[src/rtl/sccb_init_seq.sv]
// sccb_init_seq: walks a {reg, value} table and programs a camera over SCCB
// by issuing register writes to an I2C master, with per-entry retries and delay entries.
module sccb_init_seq #(
    parameter int         NUM_REGS     = 73,
    parameter logic [7:0] SLAVE_ADDR   = 8'h42,
    parameter int         MAX_RETRIES  = 3,
    parameter int         DELAY_CYCLES = 1000000,
    parameter logic [7:0] DELAY_MARKER = 8'hFF,
    parameter bit         AUTO_START   = 1'b1
) (
    input  logic        clk,
    input  logic        reset_n,
    input  logic        start,
    output logic [7:0]  tbl_idx,
    input  logic [15:0] tbl_data,
    output logic [2:0]  i2c_address,
    output logic [7:0]  i2c_writedata,
    output logic        i2c_write,
    input  logic        i2c_ready,
    input  logic        i2c_success,
    output logic        busy,
    output logic        ready,
    output logic        error,
    output logic [7:0]  err_idx
);
    localparam int DW = $clog2(DELAY_CYCLES + 1);

    typedef enum logic [3:0] {
        IDLE, FETCH, WR_SLV, WR_REG, WR_DATA, WR_CTRL,
        WAIT_BUSY, WAIT_DONE, DELAY, NEXT, DONE, ERROR
    } state_t;

    state_t          state, state_nx;
    logic [7:0]      idx_nx, err_nx;
    logic [3:0]      retry, retry_nx;
    logic [DW-1:0]   dcnt, dcnt_nx;

    always_ff @(posedge clk or negedge reset_n) begin
        if (!reset_n) begin
            state   <= IDLE;
            tbl_idx <= 8'd0;
            err_idx <= 8'd0;
            retry   <= 4'd0;
            dcnt    <= '0;
        end else begin
            state   <= state_nx;
            tbl_idx <= idx_nx;
            err_idx <= err_nx;
            retry   <= retry_nx;
            dcnt    <= dcnt_nx;
        end
    end

    always_comb begin
        state_nx      = state;
        idx_nx        = tbl_idx;
        err_nx        = err_idx;
        retry_nx      = retry;
        dcnt_nx       = dcnt;
        i2c_write     = 1'b0;
        i2c_address   = 3'd0;
        i2c_writedata = 8'd0;
        case (state)
            // IDLE is only reachable through reset, so AUTO_START fires once per reset release
            IDLE, DONE, ERROR: begin
                if (start || (state == IDLE && AUTO_START)) begin
                    state_nx = WR_SLV;
                    idx_nx   = 8'd0;
                    err_nx   = 8'd0;
                    retry_nx = 4'd0;
                end
            end
            WR_SLV: begin
                i2c_write     = 1'b1;
                i2c_address   = 3'd1;
                i2c_writedata = SLAVE_ADDR;
                state_nx      = FETCH;
            end
            FETCH: begin
                dcnt_nx  = '0;
                state_nx = (tbl_data[15:8] == DELAY_MARKER) ? DELAY : WR_REG;
            end
            WR_REG: begin
                i2c_write     = 1'b1;
                i2c_address   = 3'd2;
                i2c_writedata = tbl_data[15:8];
                state_nx      = WR_DATA;
            end
            WR_DATA: begin
                i2c_write     = 1'b1;
                i2c_address   = 3'd3;
                i2c_writedata = tbl_data[7:0];
                state_nx      = WR_CTRL;
            end
            WR_CTRL: begin
                i2c_write     = 1'b1;
                i2c_address   = 3'd0;
                i2c_writedata = 8'h01;
                state_nx      = WAIT_BUSY;
            end
            WAIT_BUSY: state_nx = i2c_ready ? WAIT_BUSY : WAIT_DONE;
            WAIT_DONE: begin
                if (i2c_ready) begin
                    if (i2c_success) state_nx = NEXT;
                    else if (retry < 4'(MAX_RETRIES)) begin
                        retry_nx = retry + 4'd1;
                        state_nx = WR_REG;
                    end else begin
                        err_nx   = tbl_idx;
                        state_nx = ERROR;
                    end
                end
            end
            DELAY: begin
                if (dcnt == DW'(DELAY_CYCLES - 1)) state_nx = NEXT;
                else dcnt_nx = dcnt + 1'b1;
            end
            NEXT: begin
                retry_nx = 4'd0;
                if (tbl_idx == 8'(NUM_REGS - 1)) state_nx = DONE;
                else begin
                    idx_nx   = tbl_idx + 8'd1;
                    state_nx = FETCH;
                end
            end
            default: state_nx = IDLE;
        endcase
    end

    assign busy  = !(state inside {IDLE, DONE, ERROR});
    assign ready = (state == DONE);
    assign error = (state == ERROR);
endmodule

[config.mk]
export PLATFORM = sky130hd
export DESIGN_NAME = sccb_init_seq
export DESIGN_NICKNAME = d
export VERILOG_FILES = /design/src/rtl/sccb_init_seq.sv
export SDC_FILE = /design/constraint.sdc
export NUM_CORES = 1
export LEC_CHECK = 0
export ABC_CLOCK_PERIOD_IN_PS = 5200
export CAP_MARGIN = 5
export CORE_ASPECT_RATIO = 0.8
export CORE_MARGIN = 2
export CORE_UTILIZATION = 56
export DETAILED_ROUTE_END_ITERATION = 10
export PLACE_DENSITY = 0.85
export SLEW_MARGIN = 20
export SYNTH_ARGS = -nofsm -noshare
export SYNTH_HDL_FRONTEND = slang
export SYNTH_SLANG_ARGS = --single-unit
export TNS_END_PERCENT = 50
[constraint.sdc]
create_clock -name clk -period 5.2 [get_ports clk]
set_input_delay 0.52 -clock clk [delete_from_list [all_inputs] [get_ports clk]]
set_output_delay 0.52 -clock clk [all_outputs]
set_load 0.005 [all_outputs]
=== Word-level counts from Yosys, hierarchy flattened ===
Cells that the tools add are included.
Widths: inputs -> output; s select.

* Input port bits: 21
* Flip-flop bits (word level): 44
* Logic and storage cells: 72

* Muxes and demuxes: 26
* $add $sub $neg: 3
* Reduce and logical (&&, ||, !) cells: 15
* Magnitude comparators: 1
* Equality and inequality tests: 22

{| class="wikitable"
|+ Operator list
! cell !! number
|-
| $mux 4 || 11
|-
| $mux 8 || 5
|-
| $pmux 20 s2 || 1
|-
| $pmux 4 s10 || 1
|-
| $pmux 8 s2 || 2
|-
| $pmux 8 s4 || 1
|-
| $add 20x1->20 const B || 1
|-
| $eq 20x20->1 const B || 1
|-
| $mux 20 || 1
|-
| $eq 4x3->1 const B || 4
|-
| $eq 4x4->1 const B || 4
|-
| $ne 2x2->1 const B || 8
|-
| $pmux 4 s3 || 1
|-
| $reduce_and 5->1 || 2
|-
| $add 8x1->8 const B || 1
|-
| $eq 4x2->1 const B || 2
|-
| $eq 8x7->1 const B || 1
|-
| $eq 8x8->1 const B || 1
|-
| $pmux 2 s3 || 1
|-
| $reduce_and 3->1 || 2
|-
| $reduce_bool 2->1 || 3
|-
| $reduce_bool 3->1 || 2
|-
| $add 4x1->4 const B || 1
|-
| $eq 4x1->1 const B || 1
|-
| other kinds (8) || 9
|}

=== Logic depth before layout (Yosys ltp) ===
Gate-level depths: netlist of the first run.

* Depth after elaboration: 5
* Mapped depth: 6
* Mapped depth without buffers: 6

=== Worst setup path before layout of the first run ===
Ideal clock, no wire load.

* Kind: register -> register
* From: register state[2]
* To: register dcnt[17]
* Arrival time: 2.124 ns
* Stages on the path, launching flop included: 7
* Setup slack: 2.998 ns
* Cells stage by stage: dfrtp_1 > or4b_4 > buf_6 > or3_4 > buf_6 > or4_1 > a21oi_1

* Cells in the longest elaborated chain, start to end: 3
* Elaborated cells on any way between the ends: 6
* Classes of those cells: eq/ne (3); mux (1); reduce/logical (2)

{| class="wikitable"
|+ RTL lines
! what !! line !! text
|-
| from (decl) || 33 || <nowiki>state_t state, state_nx;</nowiki>
|-
| from (signal assigned) || 46 || <nowiki>state <= state_nx;</nowiki>
|-
| $eq 4x4->1 or $eq 4x1->1 (tied branches) || 63 || <nowiki>case (state)</nowiki>
|-
| $ne 2x2->1 (no source line) or $reduce_bool 2->1 (tied branches) || - ||
|-
| $reduce_and 2->1 (no source line) || - ||
|-
| to (signal assigned) || 50 || <nowiki>dcnt <= dcnt_nx;</nowiki>
|-
| to (decl) || 36 || <nowiki>logic [DW-1:0] dcnt, dcnt_nx;</nowiki>
|}

Parallel ways exist; a longest one is shown, timed or not.
A chain may end at the register's enable or synchronous reset.

=== Final worst setup path of the first run ===
* From: register state[1]
* To: output i2c_writedata[2]

* Cells in the longest elaborated chain, start to end: 2
* Elaborated cells on any way between the ends: 5
* Classes of those cells: eq/ne (4); mux (1)

{| class="wikitable"
|+ RTL lines
! what !! line !! text
|-
| $eq 4x3->1 or $eq 4x2->1 (tied branches) || 63 ||
|-
| $pmux 8 s4 (*) || 63 ||
|-
| to (decl) || 17 || <nowiki>output logic [7:0] i2c_writedata,</nowiki>
|}

Every way passes the cells marked *; elsewhere a longest branch is shown, timed or not.

==> results of run 1 <==
[metrics by stage]
stage / utilization [%] / cell area, um2
3_3_place_gp: 69.3 / 3210
4_1_cts: 71.4 / 3300
5_1_grt: 71.9 / 3320
3_5_place_dp: 69.3 / 3210
2_1_floorplan: - / 2720
6_report: 71.9 / 3320
[cells in the mapped netlist, drive strengths merged (4+ instances only)]
cell	number
clkbuf	11
a22oi	5
o211ai	6
and3	6
ha	4
o21ai	21
or4	5
dfrtp	44
mux2i	11
or3	9
nor3	7
a21oi	20
and2	4
nand2	26
buf	7
nand3	18
nor2	19
nor2b	4
inv	17
o31ai	4
nand4	11
or4b	4
[critical path, stage by stage, from the launching register on]
cell and delay [ns]:
dfrtp_1 0.79, nor2b_1 0.25, and2_1 0.28, a22oi_1 0.11, nor2_1 0.12, clkdlybuf4s50_1 0.53
[power by group through the flow]
stage	registers (mW)	clock network, mW	logic [mW]
after floorplan	0.404	0	0.350
after global placement	0.468	0	0.468
after detailed placement	0.473	0	0.479
after CTS	0.467	0.235	0.483
after global routing	0.482	0.248	0.536
final	0.470	0.233	0.484
[layout make-up]
class / count / area share (%)
multi-input combinational: 230 / 44.0
sequential: 44 / 33.1
timing repair buffer: 52 / 15.7
clock buffer: 6 / 2.48
tap: 60 / 2.26
inverter: 17 / 1.92
clock inverter: 2 / 0.452
[metal layers]
metal | vias to the layer above | track usage (%) | wire [um]
li1 | 1220 | - | -
met1 | 1178 | 37.6 | 2980
met2 | 97 | 39.7 | 3010
met3 | 7 | 6.01 | 499
met4 | 0 | 7.08 | 55
met5 | - | 0 | 0
[flip-flops by register name, indices dropped and copies added (netlist names)]
register and cells:
dcnt 20, err_idx 8, tbl_idx 8, retry 4
state 4
[path summary, 6_finish.rpt]
| path | start | endpoint | slack [ns] | depth (start not counted) |
|---|---|---|---|---|
| max in group asynchronous | reset_n | err_idx[3] | 4.62 | 2 |
| min reg2reg | retry[0] | retry[0] | 0.52 | 1 |
| min in group clk | retry[0] | retry[0] | 0.52 | 1 |
| max reg2reg | state[3] | dcnt[16] | 2.35 | 4 |
| max | state[1] | i2c_writedata[2] | 2.29 | 5 |
| min | reset_n | dcnt[17] | 0.1 | 1 |
[cell families (layout without fill, tap and decap cells)]
group | Yosys count | in the layout | synth area share (%)
compound gates | 70 | 70 | 15.9
xor+xnor | 4 | 4 | 1.29
fa+ha+maj | 4 | 4 | 1.84
buf+inv | 35 | 77 | 5.58
flops | 44 | 44 | 40.6
mux | 14 | 14 | 5.30
other cells | 1 | 1 | 0.138
simple gates | 137 | 137 | 29.4
==> results.sh, run 1 <==
export IMPL_fin_nets=375
export IMPL_ys_warn_count=0
export IMPL_p_int_mw=0.740
export IMPL_p_sw_share_pct=37.6
export IMPL_fmax_ghz=0.344
export IMPL_hold_viol_final=0
export IMPL_wl_per_cell_um=15.9
export IMPL_grt_pass1_vias=2279
export IMPL_synthFlopType="dfrtp_1"
export IMPL_min_period_over_period_pct=56.0
export IMPL_cts_root_buf="clkbuf_8"
export IMPL_p_total_mw=1.19
export IMPL_grt_pass1_wl_um=11000
export IMPL_syn_cell_area_um2=2720
export IMPL_power_density_nw_per_um2=357
export IMPL_syn_instance_count=309
export IMPL_cp_max_fo=25
export IMPL_endpoint_kind="output port"
export IMPL_setup_ws_ns=2.29
export IMPL_switching_power_mw=0.447
export IMPL_grt_usage_pct=26.2
export IMPL_start_util_pct=58.7
export IMPL_post_cts_resize_count=0
export IMPL_portBuffers=50
export IMPL_path_clk_slew_ns=0.09
export IMPL_rsz0062_at_grt="no"
export IMPL_tns_ns=0
export IMPL_final_common_cell="clkdlybuf4s50_1"
export IMPL_instances_no_fill=411
export IMPL_synth_top_area_share_pct=40.6
export IMPL_num_rows=22
export IMPL_io_pins=52
export IMPL_hp_class="primary input to asynchronous set/reset pin"
export IMPL_critPathRequiredTime_ns=4.68
export IMPL_dr_pass1_iters=5
export IMPL_grt_max_degree=45
export IMPL_antenna_found_initial=0
export IMPL_globalplace_congestion=0.852
export IMPL_status="completed"
export IMPL_viasPerCell=6.09
export IMPL_vias=2502
export IMPL_hold_buffers=0
export IMPL_regArea_um2=1100
export IMPL_final_cell_mix="clkdlybuf4s50_1, dfrtp_1, nand2_1"
export IMPL_multi_input_area_um2=1460
export IMPL_peakVddDrop_mv=0.269
export IMPL_maxCapViolations=0
export IMPL_synth_largest_area_cell="dfrtp_1"
export IMPL_ant_nets=0
export IMPL_path_class="register to output port"
export IMPL_p_leak_nw=1.33
export IMPL_synth_area_top_cells="dfrtp_1, mux2i_1, a21oi_1, nand2_1, o21ai_0"
export IMPL_setup_violations_final=0
export IMPL_clk_latency_ns=0.31
export IMPL_slew_headroom_pct=34.0
export IMPL_cts_buffer_depth=2
export IMPL_seq_power_share_pct=39.6
export IMPL_async_flop_share_pct=100
export IMPL_die_area_um2=5430
export IMPL_ys_ff_latch=44
export IMPL_n_antenna_cell=0
export IMPL_skew_ns=0.00909
export IMPL_finalWorstPathRequiredPeriod_ns=2.91
export IMPL_synth_distinct_cells=54
export IMPL_fp_dieH_um=66.3
export IMPL_dpl_worst_slack_ns=2.38
export IMPL_fill_cells=364
export IMPL_post_dp_hpwl_um=4590
export IMPL_cts_sinks=44
export IMPL_slew_viol_final=0
export IMPL_avgSynthCellArea_um2=8.79
export IMPL_cts_buffers=5
export IMPL_clock_power_share_pct=19.7
export IMPL_placed_cells=402
export IMPL_whs_ns=0.0969
export IMPL_drt_iter0_drc=155
export IMPL_synth_edf_count=0
export IMPL_wirelength_um=6540
export IMPL_combPwrFrac_pct=40.8
export IMPL_cts_max_level=2
export IMPL_synth_nets=334
export IMPL_core_um2=4620
export IMPL_cts_tree="built"
export IMPL_max_slew_worst_pin_slew_ns=0.977
export IMPL_grt_overflow_total=0
export IMPL_postCtsSetupBuffers=0
export IMPL_drive_gt1_share_pct=6.27
export IMPL_area_growth_pct=22.4
export IMPL_cp_data_arrival_time_ns=2.39
export IMPL_drc=0
export IMPL_startpoint_type="register"
export IMPL_ys_seq_area_share_pct=40.6
export IMPL_die_x_um=81.9
Note: power is estimated with default switching activity, not from simulation.
==> inputs of run 2 (changes only) <==
--- a/config.mk
+++ b/config.mk
@@ -5,13 +5,13 @@
 export SDC_FILE = /design/constraint.sdc
 export NUM_CORES = 1
 export LEC_CHECK = 0
-export ABC_CLOCK_PERIOD_IN_PS = 5200
+export ABC_CLOCK_PERIOD_IN_PS = 2400
 export CAP_MARGIN = 5
 export CORE_ASPECT_RATIO = 0.8
 export CORE_MARGIN = 2
-export CORE_UTILIZATION = 56
+export CORE_UTILIZATION = 47
 export DETAILED_ROUTE_END_ITERATION = 10
-export PLACE_DENSITY = 0.85
+export PLACE_DENSITY = 0.76
 export SLEW_MARGIN = 20
 export SYNTH_ARGS = -nofsm -noshare
 export SYNTH_HDL_FRONTEND = slang
==> constraint.sdc (replaced) <==
create_clock -name clk -period 2.4 [get_ports clk]
set_input_delay 0.24 -clock clk [delete_from_list [all_inputs] [get_ports clk]]
set_output_delay 0.24 -clock clk [all_outputs]
set_load 0.005 [all_outputs]
==> results.sh, run 2 (synthesis results as in run 1) <==
export IMPL_status="completed"
export IMPL_fin_nets=389
export IMPL_p_int_mw=1.68
export IMPL_area_growth_pct=26.8
export IMPL_min_period_over_period_pct=98.7
export IMPL_grt_overflow_total=0
export IMPL_num_rows=24
export IMPL_grt_pass1_vias=2303
export IMPL_setup_violations_final=0
export IMPL_peakVddDrop_mv=0.529
export IMPL_vias=2513
export IMPL_fp_dieH_um=72.0
export IMPL_hold_viol_final=0
export IMPL_slew_headroom_pct=62.5
export IMPL_wl_per_cell_um=14.5
export IMPL_path_clk_slew_ns=0.08
export IMPL_die_area_um2=6400
export IMPL_final_area_um2=3440
export IMPL_cts_max_level=2
export IMPL_grt_max_degree=31
export IMPL_tns_ns=0
export IMPL_cts_root_buf="clkbuf_8"
export IMPL_wirelength_um=6440
export IMPL_combPwrFrac_pct=49.1
export IMPL_endpoint_kind="output port"
export IMPL_finalWorstPathRequiredPeriod_ns=2.37
export IMPL_p_total_mw=2.64
export IMPL_cts_buffer_depth=2
export IMPL_grt_usage_pct=21.5
export IMPL_drt_iter0_drc=164
export IMPL_skew_ns=0.0117
export IMPL_start_util_pct=49.1
export IMPL_cts_buffers=5
export IMPL_largest_reg_flops=20
export IMPL_fill_cells=487
export IMPL_cp_data_arrival_time_ns=2.13
export IMPL_whs_ns=0.413
export IMPL_startpoint_type="register"
export IMPL_slew_viol_final=0
export IMPL_reg_top3="dcnt (20), err_idx (8), tbl_idx (8)"
export IMPL_n_antenna_cell=0
export IMPL_die_x_um=89.0
export IMPL_dpl_instance_area_um2=3330
export IMPL_viasPerCell=5.67
export IMPL_final_cell_mix="clkdlybuf4s50_1, dfrtp_1, nand2_1"
export IMPL_clock_power_share_pct=18.4
export IMPL_path_class="register to output port"
export IMPL_fmax_ghz=0.422
export IMPL_instances_no_fill=443
export IMPL_grt_pass1_wl_um=11000
export IMPL_io_pins=52
export IMPL_cp_max_fo=30
export IMPL_placed_cells=434
export IMPL_portBuffers=50
export IMPL_dr_pass1_iters=4
export IMPL_maxCapViolations=0
export IMPL_drc=0
export IMPL_cts_tree="built"
export IMPL_cts_sinks=44
export IMPL_multi_input_area_um2=1470
export IMPL_core_um2=5530
export IMPL_regArea_um2=1100
export IMPL_clk_latency_ns=0.30
export IMPL_p_leak_nw=1.40
export IMPL_ant_nets=0
export IMPL_top_register="dcnt"
export IMPL_hp_class="primary input to asynchronous set/reset pin"
export IMPL_max_slew_worst_pin_slew_ns=0.562
export IMPL_post_dp_hpwl_um=4670
export IMPL_antenna_found_initial=0
export IMPL_globalplace_congestion=0.815
export IMPL_switching_power_mw=0.961
export IMPL_power_density_nw_per_um2=766
export IMPL_final_common_cell="clkdlybuf4s50_1"
export IMPL_p_sw_share_pct=36.4
export IMPL_critPathRequiredTime_ns=2.16
export IMPL_drive_gt1_share_pct=10.1
export IMPL_seq_power_share_pct=32.5
[run 2: layout make-up]
class | count | share of cell area [%]
multi-input combinational | 230 | 42.7
tap | 78 | 2.83
sequential | 44 | 32.0
inverter | 17 | 1.85
clock buffer | 7 | 2.51
timing repair buffer | 66 | 18.0
clock inverter | 1 | 0.218
[run 2: path summary, 6_finish.rpt]
check	startpoint	endpoint	slack (ns)	cells after the start
min reg2reg	dcnt[18]	dcnt[18]	0.48	1
min	reset_n	tbl_idx[1]	0.41	2
max reg2reg	state[2]	dcnt[14]	0.18	4
min in group clk	dcnt[18]	dcnt[18]	0.48	1
max	state[3]	busy	0.03	4
max in group asynchronous	reset_n	err_idx[5]	1.29	3
[run 2: what timing repair did]
action                     in CTS  in global routing
hold buffers                    1                  0
setup endpoints to repair       0                 10
hold endpoints to repair       17                  0
setup buffers                   0                  0
resized for setup               0                  3
[run 2: power groups by stage]
stage / Combinational [mW] / Clock, mW / Sequential (mW)
final: 1.30 / 0.486 / 0.857
after detailed placement: 1.27 / 0 / 0.871
after floorplan: 0.759 / 0 / 0.875
after CTS: 1.29 / 0.495 / 0.856
after global placement: 1.26 / 0 / 0.867
after global routing: 1.43 / 0.529 / 0.865
[run 2: worst max-delay path, cell delays in order (launching register included)]
cell             delay [ns]
dfrtp_1                0.39
buf_4                  0.22
or4_4                  0.57
and2_1                 0.20
clkdlybuf4s50_1        0.45
[run 2: metal layers]
layer / wire [um] / track usage (%)
met1: 3220 / 33.7
met2: 2740 / 30.8
met3: 428 / 4.10
met4: 56 / 4.98
met5: 0 / 0
[run 2: per-stage QoR]
stage               setup WS, ns  utilization (%)
floorplan                  0.198                -
global placement           0.240             60.3
detailed placement         0.189             60.3
CTS                      0.00395             62.2
global route            -0.00212             62.3
finish                    0.0312             62.3
==> inputs of run 3 (changes only) <==
--- a/config.mk
+++ b/config.mk
@@ -5,13 +5,14 @@
 export SDC_FILE = /design/constraint.sdc
 export NUM_CORES = 1
 export LEC_CHECK = 0
+export ABC_AREA = 1
 export ABC_CLOCK_PERIOD_IN_PS = 2400
 export CAP_MARGIN = 5
 export CORE_ASPECT_RATIO = 0.8
-export CORE_MARGIN = 2
-export CORE_UTILIZATION = 47
+export CORE_UTILIZATION = 48
 export DETAILED_ROUTE_END_ITERATION = 10
-export PLACE_DENSITY = 0.76
+export PLACE_DENSITY = 0.77
+export SKIP_LAST_GASP = 1
 export SLEW_MARGIN = 20
 export SYNTH_ARGS = -nofsm -noshare
 export SYNTH_HDL_FRONTEND = slang
==> results.sh, run 3 <==
export IMPL_synth_top_family_by_area="simple AND/OR/NAND/NOR gates"
export IMPL_die_x_um=88.9
export IMPL_grt_overflow_total=0
export IMPL_start_util_pct=51.4
export IMPL_core_um2=5650
export IMPL_async_flop_share_pct=100
export IMPL_synth_simple_area_share_pct=42.5
export IMPL_min_period_over_period_pct=90.1
export IMPL_synthFlopType="dfrtp_1"
export IMPL_path_class="register to output port"
export IMPL_ys_warn_count=0
export IMPL_cp_max_fo=9
export IMPL_cts_buffers=5
export IMPL_fin_util_pct=62.8
export IMPL_grt_usage_pct=25.4
export IMPL_cts_tree="built"
export IMPL_portBuffers=50
export IMPL_ys_seq_area_share_pct=38.0
export IMPL_hold_viol_final=0
export IMPL_avgSynthCellArea_um2=6.70
export IMPL_synth_compound_area_share_pct=6.99
export IMPL_slew_headroom_pct=62.8
export IMPL_final_common_cell="nand2_1"
export IMPL_endpoint_kind="output port"
export IMPL_cp_data_arrival_time_ns=1.92
export IMPL_rsz0062_at_grt="no"
export IMPL_clk_latency_ns=0.30
export IMPL_num_rows=24
export IMPL_synth_most_common_cell="nand2_1"
export IMPL_antenna_found_initial=0
export IMPL_reg_top3="dcnt (20), err_idx (8), tbl_idx (8)"
export IMPL_p_leak_nw=1.67
export IMPL_fp_dieH_um=71.5
export IMPL_slew_viol_final=0
export IMPL_largest_reg_flops=20
export IMPL_io_pins=52
export IMPL_grt_max_degree=45
export IMPL_synth_distinct_cells=33
export IMPL_top_register="dcnt"
export IMPL_skew_ns=0.00652
export IMPL_startpoint_type="register"
export IMPL_final_area_um2=3550
export IMPL_synth_nets=458
export IMPL_synthAdderAreaFrac_pct=1.73
export IMPL_cts_max_level=2
export IMPL_power_density_nw_per_um2=778
export IMPL_finalWorstPathRequiredPeriod_ns=2.16
export IMPL_synth_area_top_cells="dfrtp_1, nand2_1, nand3_1, nor2_1, inv_1"
export IMPL_final_cell_mix="nand2_1, nand3_1, nor2_1"
export IMPL_grt_pass1_wl_um=12600
export IMPL_drt_iter0_drc=265
export IMPL_critPathRequiredTime_ns=2.16
export IMPL_maxCapViolations=0
export IMPL_postCtsSetupBuffers=0
export IMPL_ant_nets=0
export IMPL_ys_ff_latch=44
export IMPL_wirelength_um=7250
export IMPL_cts_root_buf="clkbuf_8"
export IMPL_synth_top_area_share_pct=38.0
export IMPL_post_cts_resize_count=0
export IMPL_fin_nets=511
export IMPL_peakVddDrop_mv=0.671
export IMPL_viasPerCell=5.22
export IMPL_area_growth_pct=22.3
export IMPL_post_dp_hpwl_um=5480
export IMPL_synthXorXnorAreaFrac_pct=1.81
export IMPL_status="completed"
export IMPL_cts_buffer_depth=2
export IMPL_syn_instance_count=433
export IMPL_drive_gt1_share_pct=7.20
export IMPL_ys_top_cells_by_count="nand2_1, nand3_1, nor2_1"
export IMPL_syn_cell_area_um2=2900
export IMPL_synth_largest_area_cell="dfrtp_1"
export IMPL_vias=2943
export IMPL_drc=0
export IMPL_tns_ns=0
export IMPL_n_antenna_cell=0
export IMPL_grt_pass1_vias=2671
export IMPL_max_slew_worst_pin_slew_ns=0.558
export IMPL_dpl_instance_area_um2=3450
export IMPL_wl_per_cell_um=12.9
export IMPL_p_total_mw=2.76
export IMPL_setup_violations_final=0
export IMPL_cts_sinks=44
export IMPL_fmax_ghz=0.463
export IMPL_synth_edf_count=0
export IMPL_synthMuxAreaShare_pct=0
export IMPL_die_area_um2=6360
export IMPL_dr_pass1_iters=5
export IMPL_path_clk_slew_ns=0.08
export IMPL_hold_buffers=0
export IMPL_hp_class="primary input to asynchronous set/reset pin"
export IMPL_globalplace_congestion=0.902
==> run 3: cell count changes in the layout (fill, tap and decap cells not counted), sizes merged, moves of 11 or more <==
cell	previous run	this run
a21oi	20	4
buf	16	5
inv	17	49
mux2i	11	0
nand2	26	143
nand3	18	70
nor2	19	54
==> run 3: routing by layer <==
layer  track usage, %  vias up  wire (um)
li1                 -     1492          -
met1             39.5     1353       3700
met2             37.0       91       3110
met3             4.03        7        378
met4             5.38        0         62
met5                0        -          0
==> run 3: area by class of cell <==
| class | count | area (um2) |
|---|---|---|
| fill | 545 | 2100 |
| multi-input combinational | 331 | 1540 |
| sequential | 44 | 1100 |
| timing repair buffer | 55 | 538 |
| inverter | 49 | 189 |
| tap | 78 | 97.6 |
| clock buffer | 5 | 68.8 |
| clock inverter | 2 | 12.5 |
==> run 3: metrics by stage <==
step           setup slack [ns]  hold slack (ns)  cells
2_1_floorplan             0.938          -0.0556    433
3_3_place_gp              0.524            0.453    556
3_5_place_dp              0.499            0.452    556
4_1_cts                   0.214            0.128    563
5_1_grt                  0.0897            0.514    564
6_report                  0.238            0.464    564
==> run 3: kinds of logic (layout without fill, tap and decap cells) <==
kind of cell,count (synthesis),after routing
AOI/OAI and AO/OA,34,34
xor gates and xnor gates,6,6
adders and majority gates,4,4
buffers and inverters,58,111
DFF,44,44
other,1,1
and+or+nand+nor,286,286
==> run 3: worst max-delay path, cell delays in order, from the launching register on <==
cell and delay (ns):
dfrtp_1 0.43, nor2_1 0.28, buf_4 0.22, nand2_1 0.09
nand3_1 0.09, clkdlybuf4s50_1 0.50
==> run 3: power breakdown <==
group | switching [mW] | leakage, nW | internal [mW] | total (mW)
clock network | 0.261 | 0.0400 | 0.198 | 0.459
logic | 0.838 | 1.02 | 0.568 | 1.41
registers | 0.0936 | 0.608 | 0.803 | 0.897
==> run 3: path summary, 6_finish.rpt <==
check                                start    endpoint  slack (ns)  depth (start not counted)
worst max-delay path              state[3]   i2c_write        0.24                          5
worst min-delay path               reset_n  tbl_idx[6]        0.46                          2
worst max register to register    state[0]     dcnt[2]        0.46                          7
worst min register to register  err_idx[5]  err_idx[5]        0.48                          2
max in group asynchronous          reset_n  err_idx[1]        1.54                          2
min in group clk                err_idx[5]  err_idx[5]        0.48                          2
==> edit: new RTL, settings of run 2 <==
`DELAY_CYCLES`: 1000000 -> 500000.
--- a/src/rtl/sccb_init_seq.sv
+++ b/src/rtl/sccb_init_seq.sv
@@ -4,7 +4,7 @@
     parameter int         NUM_REGS     = 73,
     parameter logic [7:0] SLAVE_ADDR   = 8'h42,
     parameter int         MAX_RETRIES  = 3,
-    parameter int         DELAY_CYCLES = 1000000,
+    parameter int         DELAY_CYCLES = 500000,
     parameter logic [7:0] DELAY_MARKER = 8'hFF,
     parameter bit         AUTO_START   = 1'b1
 ) (
Check against the original RTL: same outputs for any inputs over 10 cycles, from zero or initial values and one cycle with reset_n low; that may be too few to reach the edited logic, so the function may still have changed.
==> edit against run 2 <==
Total power rose by 17%. Sequential cell count fell by 1. Routed wire length rose by 3.6%. Non-clock buffer count fell by 1. Maximum frequency rose by 3.5%. Sequential power rose by 7.9%. Final area rose by 3.6%. Worst setup slack improved by 0.080 ns. Synthesized cell count fell by 1.6%. Critical path depth rose by 1. Synthesized area rose by 3.1%. Largest cell class unchanged. Highest routed layer unchanged.
==> edit: results <==
[run_status]
status = "finished clean"

[drt]
dr.pass1.iters = 5
drt_first_iter_violations = 137
num_vias = 2469
routed_wl_um = 6672
viasPerCell = 5.599

[worst_setup_path]
r2r_slack_ns = 0.36
crit_fanout = 14
crit_slowest_cell = "dfrtp_2"
max_stage_delay_ns = 0.51
crit_family = "simple AND/OR/NAND/NOR gates"

[final_layout]
fin_nets = 384
reg.largest.list = "dcnt x19, err_idx x8, tbl_idx x8"
num-fill-cells = 502
largest_register_ff_count = 19
diodes = 0
drive_gt1_share_pct = 11.94

[timing]
fin_skew_ns = 0.009588
holdWs_ns = 0.4327
tightest_slew_ns = 0.5070

[global_route]
use_met2_pct = 32.58
grt_max_degree = 25
use_met1_pct = 29.94
first_global_vias = 2307
grt_use_met3_pct = 4.545
grt_usage_pct = 20.66
grt_pass1_wl_um = 11100

[cts]
clock-sinks = 43
post_cts_buffers = 0
htree_levels = 2
clockBufferDepth = 2
cts.clk_slew.worst_paths_ns = 0.09
clockRootBuffer = "clkbuf_8"

[yosys]
synth_compound_area_share_pct = 13.63
synth.cells.most_frequent = "dfrtp_1 (43), nand2_1 (32), nor2_1 (21)"
synth.area.mux_share_pct = 7.954
synth_xor_xnor_area_share_pct = 1.251
ys_types = 62
yosysSeqAreaShare_pct = 38.43
synth_warnings = 0
synth_cells = 304
synth-main-ff-cell = "dfrtp_1"
synthAdderAreaFrac_pct = 1.787
synth_area_leaders = "dfrtp_1 (38%), mux2i_1 (6.1%), nand2_1 (4.3%)"
synthesis.nets = 329

[placement]
dp_cells = 432
hpwlAfterDp_um = 4935
gp_congestion = 0.8778
dpl-instance-area_mm2 = 0.003415

[power]
ir_drop_uv = 577.4
p_sw_uw = 1109
p_leak_uw = 0.001476
-- edit: cell types whose count changed in the layout (fill, tap and decap cells not counted), sizes merged, moves of 3 or more --
cell	change
o21ai	-11
nand2b	+7
nand4	-7
a21oi	-6
mux2i	+6
nand2	+6
nor4b	+6
nand3	-4
a22o	+3
or3	-3
-- edit: repair_timing --
item | CTS | global route
hold endpoints to repair | 19 | 0
hold buffers | 1 | 0
pin swaps | 0 | 0
gates resized for setup | 3 | 2
setup endpoints to repair | 9 | 5
-- edit: layout make-up --
| cell class | count | area [µm²] | share of cell area (%) |
|---|---|---|---|
| clock buffer | 6 | 72.57 | 2.035 |
| inverter | 15 | 56.30 | 1.579 |
| timing repair buffer | 65 | 610.6 | 17.12 |
| tap | 81 | 101.3 | 2.842 |
| sequential | 43 | 1079 | 30.25 |
| clock inverter | 2 | 60.06 | 1.684 |
| multi-input combinational | 229 | 1587 | 44.49 |
-- edit: worst paths after layout --
path,start,end,cells past startpoint
min in group clk,retry[0],retry[0],1
worst min register to register,retry[0],retry[0],1
worst min-delay path,reset_n,tbl_idx[2],2
max in group asynchronous,reset_n,state[2],3
worst max-delay path,state[1],i2c_writedata[4],5
worst max register to register,state[1],err_idx[5],5
-- edit: routing by layer --
metal	routed length [µm]	up-vias
met5	0	-
met1	3202	1168
met2	2976	76
met4	43	0
met3	449	5
li1	-	1220
-- edit: through the flow --
step                setup WS, ns  util (%)
finish                    0.1115     61.29
global route             0.01069     61.29
CTS                      0.06581     61.23
detailed placement        0.1976     58.69
global placement          0.3212     58.69
floorplan                 0.4646         -
-- edit: power groups by stage --
stage | logic (µW) | registers [µW] | clock network (µW)
floorplan | 1020 | 850 | 0
CTS | 1500 | 923 | 675
finish | 1500 | 925 | 666
global route | 1640 | 942 | 695
global placement | 1460 | 924 | 0
detailed placement | 1480 | 930 | 0
